## config.mk

```make
export PLATFORM = sky130hd
export DESIGN_NAME = hex_display_scanner
export DESIGN_NICKNAME = d
export VERILOG_FILES = /design/src/rtl/disp_pkg.sv /design/src/rtl/scan_prescaler.sv /design/src/rtl/hex_display_scanner.sv
export SDC_FILE = /design/constraint.sdc
export NUM_CORES = 1
export LEC_CHECK = 0
export ABC_CLOCK_PERIOD_IN_PS = 4500
export CAP_MARGIN = 30
export CORE_MARGIN = 1.5
export CORE_UTILIZATION = 65
export DETAILED_ROUTE_END_ITERATION = 16
export DONT_BUFFER_PORTS = 1
export PLACE_DENSITY = 0.81
export SETUP_SLACK_MARGIN = 0.15
export SYNTH_ARGS = -nofsm -noshare
export SYNTH_HDL_FRONTEND = slang
export SYNTH_SLANG_ARGS = --single-unit
```

## constraint.sdc

```tcl
create_clock -name clk -period 4.5 [get_ports clk]
set_input_delay 0.9 -clock clk [delete_from_list [all_inputs] [get_ports clk]]
set_output_delay 0.9 -clock clk [all_outputs]
set_load 0.1 [all_outputs]
```

## src/rtl/disp_pkg.sv

```systemverilog
// Shared definitions for the multiplexed seven-segment display scanner.
//   scan_state_e : scan FSM states (EMPTY before the first value, GUARD dead time, ON digit lit)
//   MAX_DIGITS   : widest display the scanner supports
//   an_polarity  : maps active-high digit enables onto the physical anode polarity
package disp_pkg;

   localparam int unsigned MAX_DIGITS = 8;

   typedef enum logic [1:0] {
      ST_EMPTY,
      ST_GUARD,
      ST_ON
   } scan_state_e;

   function automatic logic [MAX_DIGITS-1:0] an_polarity(
      input logic [MAX_DIGITS-1:0] enables,
      input logic                  active_low
   );
      return active_low ? ~enables : enables;
   endfunction

endpackage

```

## src/rtl/scan_prescaler.sv

```systemverilog
// Slot-rate prescaler for multiplexed displays.
// Counts 0..DIV-1 while en is high and wraps; held at 0 while en is low.
//   clk  in   system clock, rising edge
//   rst  in   synchronous active-high reset
//   en   in   count enable (low clears the count)
//   tick out  high during the last cycle of each slot (count == DIV-1)
module scan_prescaler #(
   parameter int unsigned DIV = 10
) (
   input  logic clk,
   input  logic rst,
   input  logic en,
   output logic tick
);

   localparam int unsigned    CNT_W = (DIV > 1) ? $clog2(DIV) : 1;
   localparam logic [CNT_W-1:0] LAST = CNT_W'(DIV - 1);

   logic [CNT_W-1:0] count;

   always_ff @(posedge clk) begin
      if (rst || !en) begin
         count <= '0;
      end else if (count == LAST) begin
         count <= '0;
      end else begin
         count <= count + 1'b1;
      end
   end

   assign tick = en && (count == LAST);

endmodule

```

## src/rtl/hex_display_scanner.sv

```systemverilog
// Time-multiplexed driver for an N-digit common-anode seven-segment display.
// A packed hex value arrives over valid/ready; one digit is shown per scan slot,
// each slot starting with GUARD_CYC dead-time cycles (all enables off) against ghosting.
// A newly offered value waits in a single pending register and is swapped in only at
// a frame boundary, so a frame never mixes digits of two values.
//   clk        in   system clock, rising edge
//   rst        in   synchronous active-high reset
//   in_valid   in   in_value offered
//   in_ready   out  pending register free (transfer on in_valid && in_ready)
//   in_value   in   packed hex value, digit 0 in bits [3:0]
//   nibble     out  nibble of the digit currently scanned (to the 7-seg decoder)
//   digit_idx  out  index of the digit currently scanned
//   an         out  one-hot digit enables, polarity set by ACTIVE_LOW_AN
//   frame_done out  one-cycle pulse when the last digit's slot ends
// Optional build macro LEADING_ZERO_BLANK_EN: suppresses the enable of leading zero
// digits (digit 0 always shown); scan timing and digit_idx are unaffected.
module hex_display_scanner
   import disp_pkg::*;
#(
   parameter int unsigned N_DIGITS      = 4,
   parameter int unsigned CLK_HZ        = 50_000_000,
   parameter int unsigned SCAN_HZ       = 1000,
   parameter int unsigned GUARD_CYC     = 4,
   parameter bit          ACTIVE_LOW_AN = 1'b1
) (
   input  logic                        clk,
   input  logic                        rst,
   input  logic                        in_valid,
   output logic                        in_ready,
   input  logic [4*N_DIGITS-1:0]       in_value,
   output logic [3:0]                  nibble,
   output logic [$clog2(N_DIGITS)-1:0] digit_idx,
   output logic [N_DIGITS-1:0]         an,
   output logic                        frame_done
);

   localparam int unsigned     DIV        = CLK_HZ / SCAN_HZ;
   localparam int unsigned     IDX_W      = $clog2(N_DIGITS);
   localparam int unsigned     GW         = $clog2(GUARD_CYC) + 1;
   localparam logic [GW-1:0]   GUARD_LAST = GW'(GUARD_CYC - 1);
   localparam logic [IDX_W-1:0] LAST_IDX  = IDX_W'(N_DIGITS - 1);

   scan_state_e            state_q, state_d;
   logic [IDX_W-1:0]       idx_q, idx_d;
   logic [GW-1:0]          guard_q, guard_d;
   logic [4*N_DIGITS-1:0]  value_q;
   logic [4*N_DIGITS-1:0]  pending_q;
   logic                   pending_full_q;
   logic                   tick;
   logic                   accept;
   logic                   frame_end;
   logic [N_DIGITS-1:0]    show_mask;
   logic [N_DIGITS-1:0]    enable_d;
   logic [N_DIGITS-1:0]    an_d;
   logic [3:0]             digit_nibble;

   scan_prescaler #(
      .DIV (DIV)
   ) u_prescaler (
      .clk  (clk),
      .rst  (rst),
      .en   (state_q != ST_EMPTY),
      .tick (tick)
   );

   assign in_ready     = !pending_full_q;
   assign accept       = in_valid && !pending_full_q;
   assign frame_end    = (state_q == ST_ON) && tick && (idx_q == LAST_IDX);
   assign digit_nibble = value_q[{idx_q, 2'b00} +: 4];

`ifdef LEADING_ZERO_BLANK_EN
   // Digit i is lit only if it or any more significant nibble is non-zero.
   always_comb begin
      show_mask    = '0;
      show_mask[0] = 1'b1;
      for (int unsigned i = 1; i < N_DIGITS; i++) begin
         show_mask[i] = (value_q >> (4 * i)) != '0;
      end
   end
`else
   assign show_mask = '1;
`endif

   always_comb begin
      state_d  = state_q;
      idx_d    = idx_q;
      guard_d  = guard_q;
      enable_d = '0;
      unique case (state_q)
         ST_EMPTY: begin
            if (accept) begin
               state_d = ST_GUARD;
               idx_d   = '0;
               guard_d = '0;
            end
         end
         ST_GUARD: begin
            if (guard_q == GUARD_LAST) begin
               state_d = ST_ON;
            end else begin
               guard_d = guard_q + 1'b1;
            end
         end
         ST_ON: begin
            enable_d[idx_q] = show_mask[idx_q];
            if (tick) begin
               state_d = ST_GUARD;
               guard_d = '0;
               idx_d   = (idx_q == LAST_IDX) ? '0 : idx_q + 1'b1;
            end
         end
         default: state_d = ST_EMPTY;
      endcase
      an_d = N_DIGITS'(an_polarity(MAX_DIGITS'(enable_d), ACTIVE_LOW_AN));
   end

   always_ff @(posedge clk) begin
      if (rst) begin
         state_q        <= ST_EMPTY;
         idx_q          <= '0;
         guard_q        <= '0;
         value_q        <= '0;
         pending_q      <= '0;
         pending_full_q <= 1'b0;
         nibble         <= '0;
         digit_idx      <= '0;
         an             <= N_DIGITS'(an_polarity('0, ACTIVE_LOW_AN));
         frame_done     <= 1'b0;
      end else begin
         state_q <= state_d;
         idx_q   <= idx_d;
         guard_q <= guard_d;
         // The first value after reset goes straight to the display; later ones
         // wait in pending. An accept needs pending empty and a swap needs it
         // full, so the two branches can never both apply in one cycle.
         if (accept) begin
            if (state_q == ST_EMPTY) begin
               value_q <= in_value;
            end else begin
               pending_q      <= in_value;
               pending_full_q <= 1'b1;
            end
         end else if (frame_end && pending_full_q) begin
            value_q        <= pending_q;
            pending_full_q <= 1'b0;
         end
         nibble     <= digit_nibble;
         digit_idx  <= idx_q;
         an         <= an_d;
         frame_done <= frame_end;
      end
   end

endmodule

```

== Word level (Yosys, flattened, before mapping) ==
Cells that the tools add are included.
Cells by class
  multipliers: 0
  reductions and logical operators: 21
  add/subtract/negate cells: 3
  multiplexer cells: 23
  equal/unequal tests: 11
  $lt $le $gt $ge: 2
  shift-type cells: 1
  bitwise operators: 3
  div/mod/pow operators: 0
Operators by type and width (count)
  2-to-1 mux 16 bit: 3
  adder 16 x 1 -> 16 bit (second input constant): 1
  equality test 16 bit (second input constant): 1
  indexed part select 16 x 5 -> 4 bit: 1
  2-to-1 mux 2 bit: 6
  inequality test 2 bit (second input constant): 5
  2-to-1 mux 3 bit: 3
  case mux 3 bit (3 select lines): 1
  logical AND 1 bit: 6
  case mux 2 bit (3 select lines): 1
  AND reduction 2 bit: 3
  AND reduction 3 bit: 2
  nonzero test 2 bit: 3
  2-to-1 mux 1 bit: 5
  bitwise AND 4 bit: 1
  equality test 2 bit (second input constant): 2
  2-to-1 mux 4 bit: 1
  NOT 4 bit: 1
  case mux 2 bit (2 select lines): 1
  AND reduction 4 bit: 1
  adder 3 x 1 -> 3 bit (second input constant): 1
  equality test 3 x 2 -> 1 bit (second input constant): 1
  < comparator 2 x 3 -> 1 bit (second input constant): 1
  nonzero test 3 bit: 1
  other kinds (11): 12
Word-level totals
  bits in registers: 67
  word-level logic and storage cells: 75
  bits of input ports: 19
  bits in latches: 0
  memory bits (read-only): 0
  bits in writable memories: 0
  output and inout port bits: 12
  memories kept: 0

== Depth between registers and ports, before layout ==
  depth in word-level cells: 7
  mapped depth: 6
  mapped depth without buffers: 6

== By module ==
From an unflattened synthesis, not the netlist that was laid out.
Unflattened totals
  cells, all modules: 303
  area total of the unflattened synthesis: 2895.3 µm²
By module, submodules not included
  hex_display_scanner: area each 2175.8 µm², seq. area each 1021.0 µm², instances 1, cells an instance 222
  scan_prescaler: area each 719.4 µm², seq. area each 320.3 µm², instances 1, cells an instance 81

== Worst setup path before layout ==
Ideal clock, no wire load.
  path kind: in2reg
  from: in rst
  to: reg value_q[0]
  data arrival time: 1937 ps
  buffers on the path: 2
  data required time: 4430 ps
  stages on the path: 6
  setup time: 70 ps
  slack: 2493 ps
  cells stage by stage: buf_4 -> nor3b_2 -> nand3_1 -> o22a_2 -> buf_6 -> o2bb2ai_1
RTL lines
  start, declared: RTL line hex_display_scanner.sv:27  | input logic rst,
  end signal, assigned: RTL line hex_display_scanner.sv:138  | value_q <= in_value;
  end signal, assigned: RTL line hex_display_scanner.sv:144  | value_q <= pending_q;
  end, declared: RTL line hex_display_scanner.sv:46  | logic [4*N_DIGITS-1:0] value_q;

== Worst setup path in the final report ==
  from: reg pending_full_q
  to: out in_ready
On the way
  longest elaborated chain between the ends: 1
RTL lines
  start, declared: RTL line hex_display_scanner.sv:48  | logic pending_full_q;
  start signal, assigned: RTL line hex_display_scanner.sv:124  | pending_full_q <= 1'b0;
  start signal, assigned: RTL line hex_display_scanner.sv:141  | pending_full_q <= 1'b1;
  start signal, assigned: RTL line hex_display_scanner.sv:145  | pending_full_q <= 1'b0;
  zero test 1 bit: RTL line hex_display_scanner.sv:66  | assign in_ready = !pending_full_q;
  end, declared: RTL line hex_display_scanner.sv:29  | output logic in_ready,
Every way passes these cells.

==> results_dict.tcl <==
set metrics [dict create \
    io_buffers 0 \
    post-route-drc-count 0 \
    wl_per_cell_um 15.3 \
    fin_util_pct 71.3 \
    yosys_warnings 0 \
    clk_latency_ns 0.34 \
    antenna_found_initial 0 \
    ir_worst_vdd_mv 0.188 \
    syn-num-nets 320 \
    cts_resized 0 \
    worst-setup-path-type "flip-flop to output port" \
    die_h_um 69.6 \
    gr-total-overflow 0 \
    fin_crit_ns 2.26 \
    cts_buffer_depth 2 \
    cts-root-buf "clkbuf_8" \
    holdPathStages 2 \
    cp.arrival_ns 1.36 \
    fin_crit_sh_pct 50.3 \
    dpl.hpwl_mm 3.58 \
    postSynth.asyncResetShare_pct 0 \
    slowest_stage "inv_1" \
    cp.depth 1 \
    timing.fmax_mhz 442 \
    grt_use_total_pct 23.7 \
    via_per_inst 5.74 \
    setup_viol 0 \
    cpLargestDelayFamily "buffers and inverters" \
    htreeDepth 3 \
    dr.pass1.iters 4 \
    cp_cell_sequence "inv_1" \
    rrSetupSlack_ns 2.74 \
    slew_headroom_pct 38.1 \
    cts_setup_buffers 0 \
    status "finished, final reports clean" \
    grt_pass1_vias 1928 \
    grt_pass1_wl_mm 8.98 \
    worstPathMaxFanout 6 \
    finalSetupTns_ns 0 \
    cts_tree "done" \
    cap_violations 0 \
    die_width_um 69.6 \
    finalHoldViolCount 0 \
    finalMaxSlewViolations 0 \
    rsz0062_at_grt "false" \
    power_density_nw_per_um2 392 \
    dieArea_um2 4840 \
    ys.flop_type "dfxtp_1" \
    path_clk_slew_ns 0.08 \
    diodes 0 \
    power_frac_comb_pct 6.8 \
    clock_sinks 67 \
    ios 31 \
    synthCells 294 \
    met3_usage_pct 6.40 \
    core_um2 4290 \
    min_path_type "flip-flop to flip-flop" \
    cp-end-kind "output port" \
    syn_area_um2 2880 \
    synth_edf_count 0 \
    grt_max_degree 35 \
    p_int_mw 0.899 \
    drtIter0Drc 144 \
    switchingPower_mw 0.300 \
    vias 2005 \
    ys_ff_latch 67 \
    syn_to_final_growth_pct 6.26 \
    cpPeakStageDelay_ns 0.64 \
    busiest_layer "met2" \
    synthDistinctLibCells 44 \
    pwr-share-seq_pct 53.0 \
    cp-start-kind "flip-flop" \
    r2r_cells 4 \
    layout-drive-gt1-share_pct 11.4 \
    start_util_pct 67.1 \
    nNetsFinal 318 \
    finalClockSkew_ns 0.00901 \
    tightest_slew_ns 0.928 \
    clockPowerShare_pct 40.2 \
    p_leak_nw 1.03 \
    swShare_pct 25.0 \
    avgSynthCellArea_um2 9.80 \
    grtUsageMet1_pct 30.4 \
    cts_buffers 9 \
    critPathBufInv 1 \
    wirelength_mm 5.33 \
    row_count 24 \
    hold_buffers 0 \
    met2_usage_pct 36.4 \
    place_congestion 0.931 \
    required_ns 3.60 \
    hold_ws_ns 0.450 \
    ys_seq_area_share_pct 46.6 \
    postRouteAntennaNets 0 \
]
-- logic make-up (layout without fill, tap and decap cells) --
| family | count (synthesis) | count (layout) | synth area share [%] |
|---|---|---|---|
| adder cells (fa/ha/maj) | 7 | 7 | 3.04 |
| AND/OR/NAND/NOR | 114 | 114 | 20.4 |
| multiplexers | 20 | 20 | 8.69 |
| AO/OA/AOI/OAI | 49 | 49 | 12.6 |
| buffers and inverters | 23 | 26 | 4.47 |
| flip-flops | 67 | 67 | 46.6 |
| XOR/XNOR | 14 | 14 | 4.26 |
-- Yosys cell counts, drive strengths merged (4+ instances only) --
master / count / share of area (%)
inv: 8 / 1.0
mux4: 4 / 3.1
dfxtp: 67 / 47
nor3: 5 / 0.87
buf: 10 / 2.8
nand2: 47 / 6.1
clkbuf: 5 / 0.65
nor2b: 5 / 1.1
ha: 7 / 3.0
nand4: 8 / 2.0
nand3: 6 / 1.0
o2bb2ai: 16 / 4.9
xnor2: 13 / 4.0
mux2i: 16 / 5.6
nor2: 26 / 3.4
a21oi: 18 / 3.1
-- power by group through the flow --
stage | combinational (mW) | sequential, mW | clock, mW
4_1_cts | 0.0816 | 0.635 | 0.490
3_3_place_gp | 0.0772 | 0.648 | 0
6_report | 0.0813 | 0.636 | 0.483
3_5_place_dp | 0.0808 | 0.649 | 0
5_1_grt | 0.0899 | 0.638 | 0.509
2_1_floorplan | 0.0775 | 0.643 | 0
-- state kept, by name, summed over array words and instances (netlist names) --
name               flops
an                     4
digit_idx              2
frame_done             1
guard_q                3
idx_q                  2
nibble                 4
pending_full_q         1
pending_q             16
state_q                2
u_prescaler.count     16
value_q               16
-- layout make-up --
type                       count  area [um2]
sequential                    67        1340
clock inverter                 7        68.8
clock buffer                   9         124
inverter                       8        30.0
tap                           52        65.1
multi-input combinational    204        1410
timing repair buffer           2        18.8
fill                         315        1230
-- placed cells by master (no fill, tap or decap), drive strengths merged, types with 5 or more instances in the layout --
cell type  instances
mux2i             16
a21oi             18
nor2b              5
nand3              6
dfxtp             67
ha                 7
xnor2             13
nand4              8
clkbuf             9
o2bb2ai           16
inv                8
nor3               5
nor2              26
nand2             47
-- final timing paths --
| kind | start | endpoint |
|---|---|---|
| worst min-delay path | pending_q[6] | pending_q[6] |
| worst max register to register | state_q[1] | value_q[5] |
| worst min register to register | pending_q[6] | pending_q[6] |
| worst max-delay path | pending_full_q | in_ready |
-- metal layers --
layer / share of wire, % / wire length (um)
met5: 0 / 0
met4: 2.1 / 111
met3: 6.5 / 348
met2: 45 / 2380
met1: 47 / 2480
-- through the flow --
| step | instances | worst slack, ns | total power [mW] | area, um2 |
|---|---|---|---|---|
| 3_3_place_gp | 332 | 2.29 | 0.725 | 2860 |
| 2_1_floorplan | 294 | 2.49 | 0.720 | 2880 |
| 3_5_place_dp | 333 | 2.25 | 0.729 | 2870 |
| 5_1_grt | 349 | 2.20 | 1.24 | 3060 |
| 4_1_cts | 349 | 2.23 | 1.21 | 3060 |
| 6_report | 349 | 2.24 | 1.20 | 3060 |
No activity file was read; power rests on OpenSTA's default activity.
